`src/rtl/sha_pkg.sv`:
```
// Shared definitions for the SHA message-schedule block: word width, round counts,
// mode encoding, FSM state type and the rotate / sigma helpers used by the
// next-word logic.
package sha_pkg;

    localparam int unsigned N             = 32;
    localparam int unsigned SHA1_ROUNDS   = 80;
    localparam int unsigned SHA256_ROUNDS = 64;

    localparam logic MODE_SHA1   = 1'b0;
    localparam logic MODE_SHA256 = 1'b1;

    typedef logic [N-1:0] word_t;

    typedef enum logic [0:0] {
        StIdle,
        StRun
    } sched_state_e;

    // Rotates via a doubled word so no shift amount of N is ever needed.
    function automatic word_t rotl(input word_t x, input int unsigned sh);
        logic [2*N-1:0] d;
        d = {x, x} << sh;
        return d[2*N-1 -: N];
    endfunction

    function automatic word_t rotr(input word_t x, input int unsigned sh);
        logic [2*N-1:0] d;
        d = {x, x} >> sh;
        return d[N-1:0];
    endfunction

    function automatic word_t sha256_s0(input word_t x);
        return rotr(x, 7) ^ rotr(x, 18) ^ (x >> 3);
    endfunction

    function automatic word_t sha256_s1(input word_t x);
        return rotr(x, 17) ^ rotr(x, 19) ^ (x >> 10);
    endfunction

endpackage

```
`src/rtl/sha_w_next.sv`:
```
// Combinational next-word generator for the message schedule.
// Ports:
//   mode_i    - 0 = SHA-1, 1 = SHA-256
//   win_i     - 16-word window, win_i[0] is the oldest word (W_t)
//   w_next_o  - W_t+16 for the selected mode
module sha_w_next
    import sha_pkg::*;
(
    input  logic  mode_i,
    input  word_t win_i [16],
    output word_t w_next_o
);

    word_t sha1_w;
    word_t sha256_w;

    assign sha1_w   = rotl(win_i[13] ^ win_i[8] ^ win_i[2] ^ win_i[0], 1);
    assign sha256_w = sha256_s1(win_i[14]) + win_i[9] + sha256_s0(win_i[1]) + win_i[0];

    assign w_next_o = (mode_i == MODE_SHA256) ? sha256_w : sha1_w;

    // Window taps that neither recurrence reads.
    logic unused_win;
    assign unused_win = ^{win_i[3], win_i[4], win_i[5], win_i[6], win_i[7],
                          win_i[10], win_i[11], win_i[12], win_i[15]};

endmodule

```
`src/rtl/sha_msg_sched.sv`:
```
// Message-schedule generator: accepts one 512-bit block and streams W_0..W_79 (SHA-1)
// or W_0..W_63 (SHA-256) with valid/ready backpressure and an end-of-block flag.
// Optional feature macro: MSG_SCHED_ABORT_EN adds abort_i, which drops a running
// block back to idle.
// Ports:
//   clk, rst_n             - clock, asynchronous active-low reset
//   mode_i                 - schedule mode, captured when a block is accepted
//   blk_valid_i/blk_ready_o/blk_din_i - block handshake; word 0 in the top N bits
//   abort_i                - (MSG_SCHED_ABORT_EN only) cancel the running block
//   w_valid_o/w_ready_i    - word stream handshake
//   w_o, w_idx_o, w_last_o - current word, its round index, final-word flag
//   busy_o                 - a block is being streamed
module sha_msg_sched
    import sha_pkg::*;
#(
    parameter int unsigned N     = 32,
    parameter int unsigned IDX_W = 7
) (
    input  logic              clk,
    input  logic              rst_n,
    input  logic              mode_i,
    input  logic              blk_valid_i,
    output logic              blk_ready_o,
    input  logic [16*N-1:0]   blk_din_i,
`ifdef MSG_SCHED_ABORT_EN
    input  logic              abort_i,
`endif
    output logic              w_valid_o,
    input  logic              w_ready_i,
    output logic [N-1:0]      w_o,
    output logic [IDX_W-1:0]  w_idx_o,
    output logic              w_last_o,
    output logic              busy_o
);

    if (N != sha_pkg::N) begin : g_bad_n
        $error("sha_msg_sched: N must be 32");
    end
    if ((1 << IDX_W) < SHA1_ROUNDS) begin : g_bad_idx_w
        $error("sha_msg_sched: IDX_W too narrow for 80 rounds");
    end

    sched_state_e     state_q, state_d;
    word_t            win_q [16];
    word_t            win_d [16];
    logic [IDX_W-1:0] cnt_q, cnt_d;
    logic             mode_q, mode_d;
    word_t            w_next;
    logic             last;
    logic             abort;

`ifdef MSG_SCHED_ABORT_EN
    assign abort = abort_i;
`else
    assign abort = 1'b0;
`endif

    sha_w_next u_w_next (
        .mode_i   (mode_q),
        .win_i    (win_q),
        .w_next_o (w_next)
    );

    assign last = (state_q == StRun) &&
                  (((mode_q == MODE_SHA1)   && (cnt_q == IDX_W'(SHA1_ROUNDS - 1))) ||
                   ((mode_q == MODE_SHA256) && (cnt_q == IDX_W'(SHA256_ROUNDS - 1))));

    always_comb begin
        state_d     = state_q;
        cnt_d       = cnt_q;
        mode_d      = mode_q;
        win_d       = win_q;
        blk_ready_o = 1'b0;
        w_valid_o   = 1'b0;
        busy_o      = 1'b0;

        unique case (state_q)
            StIdle: begin
                blk_ready_o = 1'b1;
                if (blk_valid_i) begin
                    for (int k = 0; k < 16; k++) begin
                        win_d[k] = blk_din_i[(15-k)*N +: N];
                    end
                    mode_d  = mode_i;
                    cnt_d   = '0;
                    state_d = StRun;
                end
            end
            StRun: begin
                w_valid_o = 1'b1;
                busy_o    = 1'b1;
                // Abort wins over a same-cycle handshake.
                if (abort) begin
                    state_d = StIdle;
                    cnt_d   = '0;
                end else if (w_ready_i) begin
                    if (last) begin
                        state_d = StIdle;
                        cnt_d   = '0;
                    end else begin
                        for (int k = 0; k < 15; k++) begin
                            win_d[k] = win_q[k+1];
                        end
                        win_d[15] = w_next;
                        cnt_d     = cnt_q + IDX_W'(1);
                    end
                end
            end
            default: state_d = StIdle;
        endcase
    end

    always_ff @(posedge clk or negedge rst_n) begin
        if (!rst_n) begin
            state_q <= StIdle;
            cnt_q   <= '0;
            mode_q  <= MODE_SHA1;
            for (int k = 0; k < 16; k++) begin
                win_q[k] <= '0;
            end
        end else begin
            state_q <= state_d;
            cnt_q   <= cnt_d;
            mode_q  <= mode_d;
            win_q   <= win_d;
        end
    end

    assign w_o      = (state_q == StRun) ? win_q[0] : '0;
    assign w_idx_o  = cnt_q;
    assign w_last_o = last;

endmodule

```
`config.mk`:
```
export PLATFORM = sky130hd
export DESIGN_NAME = sha_msg_sched
export DESIGN_NICKNAME = d
export VERILOG_FILES = /design/src/rtl/sha_pkg.sv /design/src/rtl/sha_w_next.sv /design/src/rtl/sha_msg_sched.sv
export SDC_FILE = /design/constraint.sdc
export NUM_CORES = 1
export LEC_CHECK = 0
export ABC_AREA = 1
export ABC_CLOCK_PERIOD_IN_PS = 9620
export CORE_MARGIN = 2
export CORE_UTILIZATION = 55
export DETAILED_ROUTE_END_ITERATION = 10
export GPL_TIMING_DRIVEN = 0
export HOLD_SLACK_MARGIN = 0.1
export PLACE_DENSITY = 0.91
export SYNTH_ARGS = -nofsm -noshare
export SYNTH_HDL_FRONTEND = slang
export SYNTH_SLANG_ARGS = --single-unit
```
`constraint.sdc`:
```
create_clock -name clk -period 9.62 [get_ports clk]
set_input_delay 1.924 -clock clk [delete_from_list [all_inputs] [get_ports clk]]
set_output_delay 1.924 -clock clk [all_outputs]
set_load 0.02 [all_outputs]
```
; ---- After elaboration in Yosys (flattened, before gate mapping)
; Cells that the tools add are included.
[totals]
register_bits = 521
in_bits = 517
output_inout_bits = 43
wordCells = 60
[classes]
add_sub_neg = 4
n_eq_ne = 5
mux = 16
bitwise_logic = 9
reduce_logical = 7
[ops]
columns = cell, count
row1 = $mux W512, 3
row2 = $pmux W512 S2, 1
row3 = $xor A32 B32 Y32, 5
row4 = $add A32 B32 Y32, 3
row5 = $mux W32, 2
row6 = $xor A32 B22 Y32, 1
row7 = $xor A32 B29 Y32, 1
row8 = $mux W7, 3
row9 = $pmux W7 S2, 1
row10 = $add A7 B1 Y7 const B, 1
row11 = $eq A7 B6 Y1 const B, 1
row12 = $eq A7 B7 Y1 const B, 1
row13 = $ne A2 B2 Y1 const B, 3
row14 = $mux W1, 5
row15 = $reduce_and A2 Y1, 2
row16 = $logic_and A1 B1 Y1, 3
row17 = $reduce_and A3 Y1, 1
row18 = $not A1 Y1, 2
row19 = $pmux W1 S2, 1
row20 = $logic_or A1 B1 Y1, 1

; ---- Longest topological paths before layout
; Gate-level depths: netlist of run 1.
[depth]
word_depth = 9
mapped_depth = 22
ltp_nobuf = 21

; ---- Cells and area by module
; A second synthesis of run 1 with hierarchy kept.
[hier_totals]
hier_cells = 4976
area_unflattened_um2 = 33374.5
[by_module_without_submodules]
columns = module, n_inst, cells_per_inst, area_each_um2, seq_area_each_um2
row1 = sha_msg_sched, 1, 4006, 27182.3, 13037.5
row2 = sha_w_next, 1, 970, 6192.2, 0.0

; ---- Worst setup path before layout of run 1
; OpenSTA, ideal clock, no wires.
[synth_path]
kind = register to output
start = reg state_q
end = out w_o[11]
arrival_time_ns = 1.598
required_ns = 7.696
setup_slack_ns = 6.098
path_stages_with_launch = 7
path_buffers = 4
cell_sequence = dfrtp_1 -> clkbuf_1 -> buf_2 -> buf_1 -> buf_1 -> nand2_1 -> inv_1
[synth_via]
elab_chain_len = 1
[synth_rtl]
columns = item, line_no
row1 = from (decl), sha_msg_sched.sv:43  ; sched_state_e state_q, state_d;
row2 = from (signal assigned), sha_msg_sched.sv:115  ; state_q <= StIdle;
row3 = from (signal assigned), sha_msg_sched.sv:122  ; state_q <= state_d;
row4 = $mux W32, sha_msg_sched.sv:129  ; assign w_o = (state_q == StRun) ? win_q[0] : '0;
row5 = to (decl), sha_msg_sched.sv:30  ; output logic [N-1:0] w_o,
; No other way between the ends.

; ---- Final worst setup path of run 1
[layout_path]
start = reg state_q
end = out w_o[27]
; Same word-level chain as after synthesis.

==> flow_metrics.py, run 1 <==
metrics = {
    "setup_path": {
        "arrival_ns": 4.31,
        "critPathKind": "flop to output pin",
        "cp.required_ns": 7.70,
        "critical-path-slowest-cell": "buf_1",
        "startpoint_type": "flop",
        "rrSetupSlack_ns": 4.91,
        "cpMostUsedCell": "buf_1",
        "cpPeakStageDelay_ns": 0.85,
        "worstPathCellList": "clkbuf_1, buf_2, buf_1, buf_1, nand2_1, inv_1, clkdlybuf4s50_1",
        "endpoint_kind": "output pin",
        "critPathMaxFanout": 10,
    },
    "final_layout": {
        "finalNonFillerCells": 5433,
        "final_nets": 5237,
        "design_area_um2": 40410,
        "final_util_pct": 70.18,
        "area_growth_pct": 26.52,
        "drive_above_1_share_pct": 8.087,
        "final_cell_mix": "nand2_1, clkdlybuf4s50_1, dfrtp_1, nor2_1, inv_1",
        "layout_commonest_cell": "nand2_1",
    },
    "synthesis": {
        "synth_cells": 4007,
        "synthTopCellsByArea": "dfrtp_1, nand2_1, a31oi_1",
        "synth_seq_area_share_pct": 40.82,
        "netlist_area_um2": 31940,
        "syn_avg_cell_area_um2": 7.971,
        "synth.distinct_cells": 37,
        "synth-seq-cells": 521,
        "ys_warn_count": 0,
        "synth_area_leader_cell": "dfrtp_1",
        "synth_top_area_share_pct": 40.82,
        "synth_nets": 4618,
    },
    "drt": {
        "drc_errors": 0,
        "detail-route-antenna-nets": 0,
        "vias_per_cell": 5.972,
        "wl_per_cell_um": 26.38,
        "routed_wirelength_um": 143300,
        "drt_first_pass_iters": 6,
        "vias": 32450,
        "drtIter0Drc": 4326,
    },
    "power": {
        "peakVddDrop_v": 0.0002972,
        "p_switching_mw": 9.587,
        "power_frac_clock_pct": 12.6,
        "power_frac_seq_pct": 20.4,
        "power.share.switching_pct": 55.30,
        "p_int_mw": 7.748,
        "p_per_area_nw_per_um2": 429.0,
        "comb_power_share_pct": 67.0,
        "leakage_nw": 18.26,
    },
    "clock_network": {
        "cts_resized": 0,
        "cts-root-buf": "clkbuf_16",
        "cts_tree": "built",
        "holdBufCountCts": 0,
        "worstSkewPairLatency_ns": 0.63,
        "post_cts_buffers": 0,
        "clock-sinks": 521,
        "ctsHtreeMaxLevel": 2,
        "cts_buffers": 54,
        "clk_path_buf_depth": 3,
        "clk_pin_slew_worst_paths_ns": 0.07,
    },
    "placed_design": {
        "place_area_um2": 38610,
        "dp.cells": 5335,
        "numPortBuffers": 559,
        "routabilityCongestion": 1.111,
        "hpwl_um": 115400,
    },
    "sta": {
        "fin_skew_ns": 0.01945,
        "finalMaxSlewViolations": 0,
        "holdWs_ns": 0.4888,
        "hold_viol": 0,
        "min_period_ns": 6.237,
        "setup_tns_ns": 0,
        "finalSetupViolCount": 0,
        "min_period_over_period_pct": 64.83,
        "tightest_slew_ns": 1.070,
        "relSlewSlack_pct": 28.69,
        "rsz0062_at_grt": "false",
        "timing.fmax_ghz": 0.1603,
    },
    "min_path": {
        "hold_path.class": "flop to flop",
    },
    "floorplanning": {
        "dieArea_um2": 60020,
        "core_area_um2": 57590,
        "initial_core_util_pct": 55.47,
        "row_count": 88,
        "die_h_um": 245.0,
        "num_io_pins": 560,
        "die_x_um": 245.0,
    },
    "run": {
        "drv_cap": 0,
    },
    "grt": {
        "grt_pass1_wl_um": 205400,
        "grt_usage_pct": 47.51,
        "grt_overflow": 0,
        "antenna_found_initial": 10,
        "grt_max_degree": 121,
        "grt_pass1_vias": 31470,
    },
    "status": {
        "status": "finished, final reports clean",
    },
}
state kept, by name (all words and copies together) (netlist names):
name     count
mode_q       1
state_q      1
w_idx_o      7
win_q      512
layer usage:
metal  wire [um]  vias up  track usage [%]  part of all wire, %
met3       17740      555            11.99                   12
met5          50        -                0                0.035
met2       61460     2553            71.55                   43
met1       53240    15340            61.92                   37
met4       10840        8            28.68                  7.6
li1            -    13990                -                    -
final cells by class:
| cell class | count | area [um2] |
|---|---|---|
| Sequential cell | 521 | 13040 |
| Inverter | 365 | 1370 |
| Antenna cell | 6 | 15.01 |
| Multi-Input combinational cell | 2859 | 15940 |
| Timing Repair Buffer | 563 | 5710 |
| Buffer | 262 | 1593 |
| Fill cell | 4521 | 17170 |
| Clock inverter | 14 | 195.2 |
| Clock buffer | 78 | 1594 |
| Tap cell | 765 | 957.2 |
worst max-delay path, delay by kind of cell (launching register included):
| family | cells | cell delay, ns |
|---|---|---|
| simple gates | 1 | 0.38 |
| buf+inv | 6 | 2.92 |
| flops | 1 | 0.38 |
Yosys cell counts, drive strengths merged:
cell and n:
o211ai 8, inv 365, xor2 88, dfrtp 521, a21o 5, clkbuf 172
o22ai 4, nor4 1, nor3 7, buf 90, a21oi 46, and2 3
nand2 1323, o221ai 1, a32o 1, nand3 58, o21bai 1, xnor2 118
nor2 527, ha 32, nand4 3, nand3b 1, fa 62, a31oi 439
o21ai 131
cell families (layout without fill, tap and decap cells):
kind of cell | Yosys count | count (layout) | synth area share, %
DFF | 521 | 521 | 40.82
xor gates and xnor gates | 206 | 206 | 5.649
and+or+nand+nor | 1923 | 1923 | 25.27
adders and majority gates | 94 | 94 | 5.139
other | 0 | 6 | 0
AOI/OAI and AO/OA | 636 | 636 | 13.84
buffers and inverters | 627 | 1282 | 9.276
power groups by stage:
stage | sequential [mW] | combinational, mW | clock, mW
2_1_floorplan | 3.18 | 7.18 | 0
3_3_place_gp | 3.49 | 11.2 | 0
3_5_place_dp | 3.49 | 11.2 | 0
4_1_cts | 3.47 | 11.3 | 2.16
5_1_grt | 3.53 | 12.6 | 2.25
6_report | 3.53 | 11.6 | 2.19
metrics by stage:
stage | setup WS [ns] | total power [mW]
after floorplan | 6.098 | 10.36
after global placement | -16.49 | 14.64
after detailed placement | 4.189 | 14.70
after CTS | 3.532 | 16.91
after global routing | 3.337 | 18.42
final | 3.383 | 17.34
worst paths after layout:
kind,from,end,cells after the start
max reg2reg,win_q[48],win_q[27],20
min,win_q[29],win_q[29],2
min in group asynchronous,rst_n,win_q[292],1
max,state_q,w_o[27],7
max in group asynchronous,rst_n,win_q[12],3
min reg2reg,win_q[29],win_q[29],2
Note: power is estimated with default switching activity, not from simulation.
==> run 2: changes to the inputs <==
--- a/config.mk
+++ b/config.mk
@@ -6,13 +6,13 @@
 export NUM_CORES = 1
 export LEC_CHECK = 0
 export ABC_AREA = 1
-export ABC_CLOCK_PERIOD_IN_PS = 9620
+export ABC_CLOCK_PERIOD_IN_PS = 5300
 export CORE_MARGIN = 2
-export CORE_UTILIZATION = 55
+export CORE_UTILIZATION = 49
 export DETAILED_ROUTE_END_ITERATION = 10
 export GPL_TIMING_DRIVEN = 0
 export HOLD_SLACK_MARGIN = 0.1
-export PLACE_DENSITY = 0.91
+export PLACE_DENSITY = 0.86
 export SYNTH_ARGS = -nofsm -noshare
 export SYNTH_HDL_FRONTEND = slang
 export SYNTH_SLANG_ARGS = --single-unit
==> constraint.sdc (replaced) <==
create_clock -name clk -period 5.3 [get_ports clk]
set_input_delay 1.06 -clock clk [delete_from_list [all_inputs] [get_ports clk]]
set_output_delay 1.06 -clock clk [all_outputs]
set_load 0.02 [all_outputs]
==> flow_metrics.py, run 2 (same netlist as run 1, synthesis figures left out) <==
metrics = {
    "status": {
        "status": "finished, final reports clean",
    },
    "clock_network": {
        "clk_pin_slew_worst_paths_ns": 0.06,
        "clk_path_buf_depth": 3,
        "cts_buffers": 55,
        "cts-root-buf": "clkbuf_16",
        "cts_resized": 0,
        "holdBufCountCts": 0,
        "clock-sinks": 521,
        "worstSkewPairLatency_ns": 0.64,
        "post_cts_buffers": 0,
        "cts_tree": "built",
        "ctsHtreeMaxLevel": 2,
    },
    "setup_path": {
        "arrival_ns": 3.77,
        "cp.required_ns": 4.24,
        "startpoint_type": "flop",
        "endpoint_kind": "output pin",
        "critPathMaxFanout": 10,
        "critPathKind": "flop to output pin",
    },
    "sta": {
        "rsz0062_at_grt": "false",
        "hold_viol": 0,
        "timing.fmax_ghz": 0.2069,
        "finalSetupViolCount": 0,
        "setup_tns_ns": 0,
        "fin_ws_ns": 0.4657,
        "min_period_over_period_pct": 91.21,
        "fin_skew_ns": 0.04289,
        "holdWs_ns": 0.3433,
        "tightest_slew_ns": 1.054,
        "min_period_ns": 4.834,
        "relSlewSlack_pct": 29.75,
        "finalMaxSlewViolations": 0,
    },
    "final_layout": {
        "multi_input_area_um2": 15940,
        "drive_above_1_share_pct": 8.474,
        "regArea_um2": 13040,
        "final_util_pct": 63.25,
        "top_register": "win_q",
        "final_cell_mix": "nand2_1, clkdlybuf4s50_1, dfrtp_1, nor2_1, inv_1",
        "largest_reg_flops": 512,
        "fill_cells": 5644,
        "layout_commonest_cell": "nand2_1",
        "final_nets": 5238,
        "area_growth_pct": 27.66,
        "finalNonFillerCells": 5532,
    },
    "power": {
        "comb_power_share_pct": 65.8,
        "leakage_nw": 18.36,
        "power_frac_clock_pct": 13.8,
        "p_per_area_nw_per_um2": 771.4,
        "p_switching_mw": 17.06,
        "power.share.switching_pct": 54.25,
        "p_int_mw": 14.39,
        "power_frac_seq_pct": 20.4,
        "peakVddDrop_v": 0.0005660,
    },
    "grt": {
        "grt_overflow": 0,
        "grt_usage_pct": 42.36,
        "grt_pass1_vias": 31090,
        "grt_pass1_wl_um": 204900,
        "antenna_found_initial": 5,
        "grt_max_degree": 121,
    },
    "drt": {
        "routed_wirelength_um": 143700,
        "vias": 31710,
        "vias_per_cell": 5.732,
        "wl_per_cell_um": 25.98,
        "drc_errors": 0,
        "drt_first_pass_iters": 8,
        "detail-route-antenna-nets": 0,
        "drtIter0Drc": 3708,
    },
    "floorplanning": {
        "die_x_um": 259.3,
        "num_io_pins": 560,
        "dieArea_um2": 67240,
        "row_count": 93,
        "initial_core_util_pct": 49.55,
        "core_area_um2": 64460,
        "die_h_um": 259.3,
    },
    "placed_design": {
        "dp.cells": 5426,
        "hpwl_um": 117600,
        "numPortBuffers": 559,
        "routabilityCongestion": 1.071,
        "pre_cts_ws_ns": 0.7136,
    },
    "min_path": {
        "hold_path.class": "primary input to asynchronous set/reset pin",
    },
    "run": {
        "drv_cap": 0,
    },
}
[run 2: changes by cell type in the layout (fill, tap and decap cells not counted), sizes merged]
cell and delta:
clkinv +3, bufinv +6, clkinvlp +8, inv +2
diode -2, clkbuf -8
[run 2: power groups by stage]
stage / registers, mW / logic, mW / clock network [mW]
after floorplan: 5.78 / 13.0 / 0
after global placement: 6.35 / 20.2 / 0
after detailed placement: 6.36 / 20.2 / 0
after CTS: 6.30 / 20.3 / 4.33
after global routing: 6.41 / 22.9 / 4.47
final: 6.40 / 20.7 / 4.35
[run 2: worst max-delay path: stages (launching register included)]
cell             delay (ns)
dfrtp_1                0.40
clkbuf_1               0.20
inv_1                  0.18
buf_2                  0.47
clkbuf_1               0.57
clkbuf_1               0.59
clkdlybuf4s50_1        0.76
[run 2: path summary, 6_finish.rpt]
| kind | slack [ns] | cells after the start | startpoint | to |
|---|---|---|---|---|
| worst max-delay path | 0.47 | 6 | state_q | blk_ready_o |
| worst min-delay path | 0.34 | 1 | rst_n | win_q[294] |
| worst max register to register | 0.66 | 18 | win_q[43] | win_q[21] |
| worst min register to register | 0.49 | 2 | win_q[24] | win_q[24] |
| max in group asynchronous | 3.29 | 4 | rst_n | win_q[14] |
| min in group clk | 0.49 | 2 | win_q[24] | win_q[24] |
[run 2: layer usage]
metal | vias up | global-route usage, % | wire length (um)
li1 | 14000 | - | -
met1 | 15220 | 55.32 | 55570
met2 | 2076 | 67.06 | 64410
met3 | 420 | 8.485 | 14810
met4 | 2 | 21.55 | 8940
met5 | - | 0 | 11
[run 2: per-stage QoR]
stage | instance area (um2) | total power [mW]
floorplan | 31940 | 18.81
global placement | 38610 | 26.53
detailed placement | 38750 | 26.57
CTS | 40770 | 30.98
global route | 40780 | 33.75
finish | 40780 | 31.45
[run 2: area by class of cell]
type	count	share of cell area, %
Timing Repair Buffer	564	14.07
Buffer	261	3.897
Inverter	365	3.360
Multi-Input combinational cell	2859	39.09
Antenna cell	4	0.02455
Sequential cell	521	31.97
Tap cell	855	2.624
Clock inverter	33	1.148
Clock buffer	70	3.811
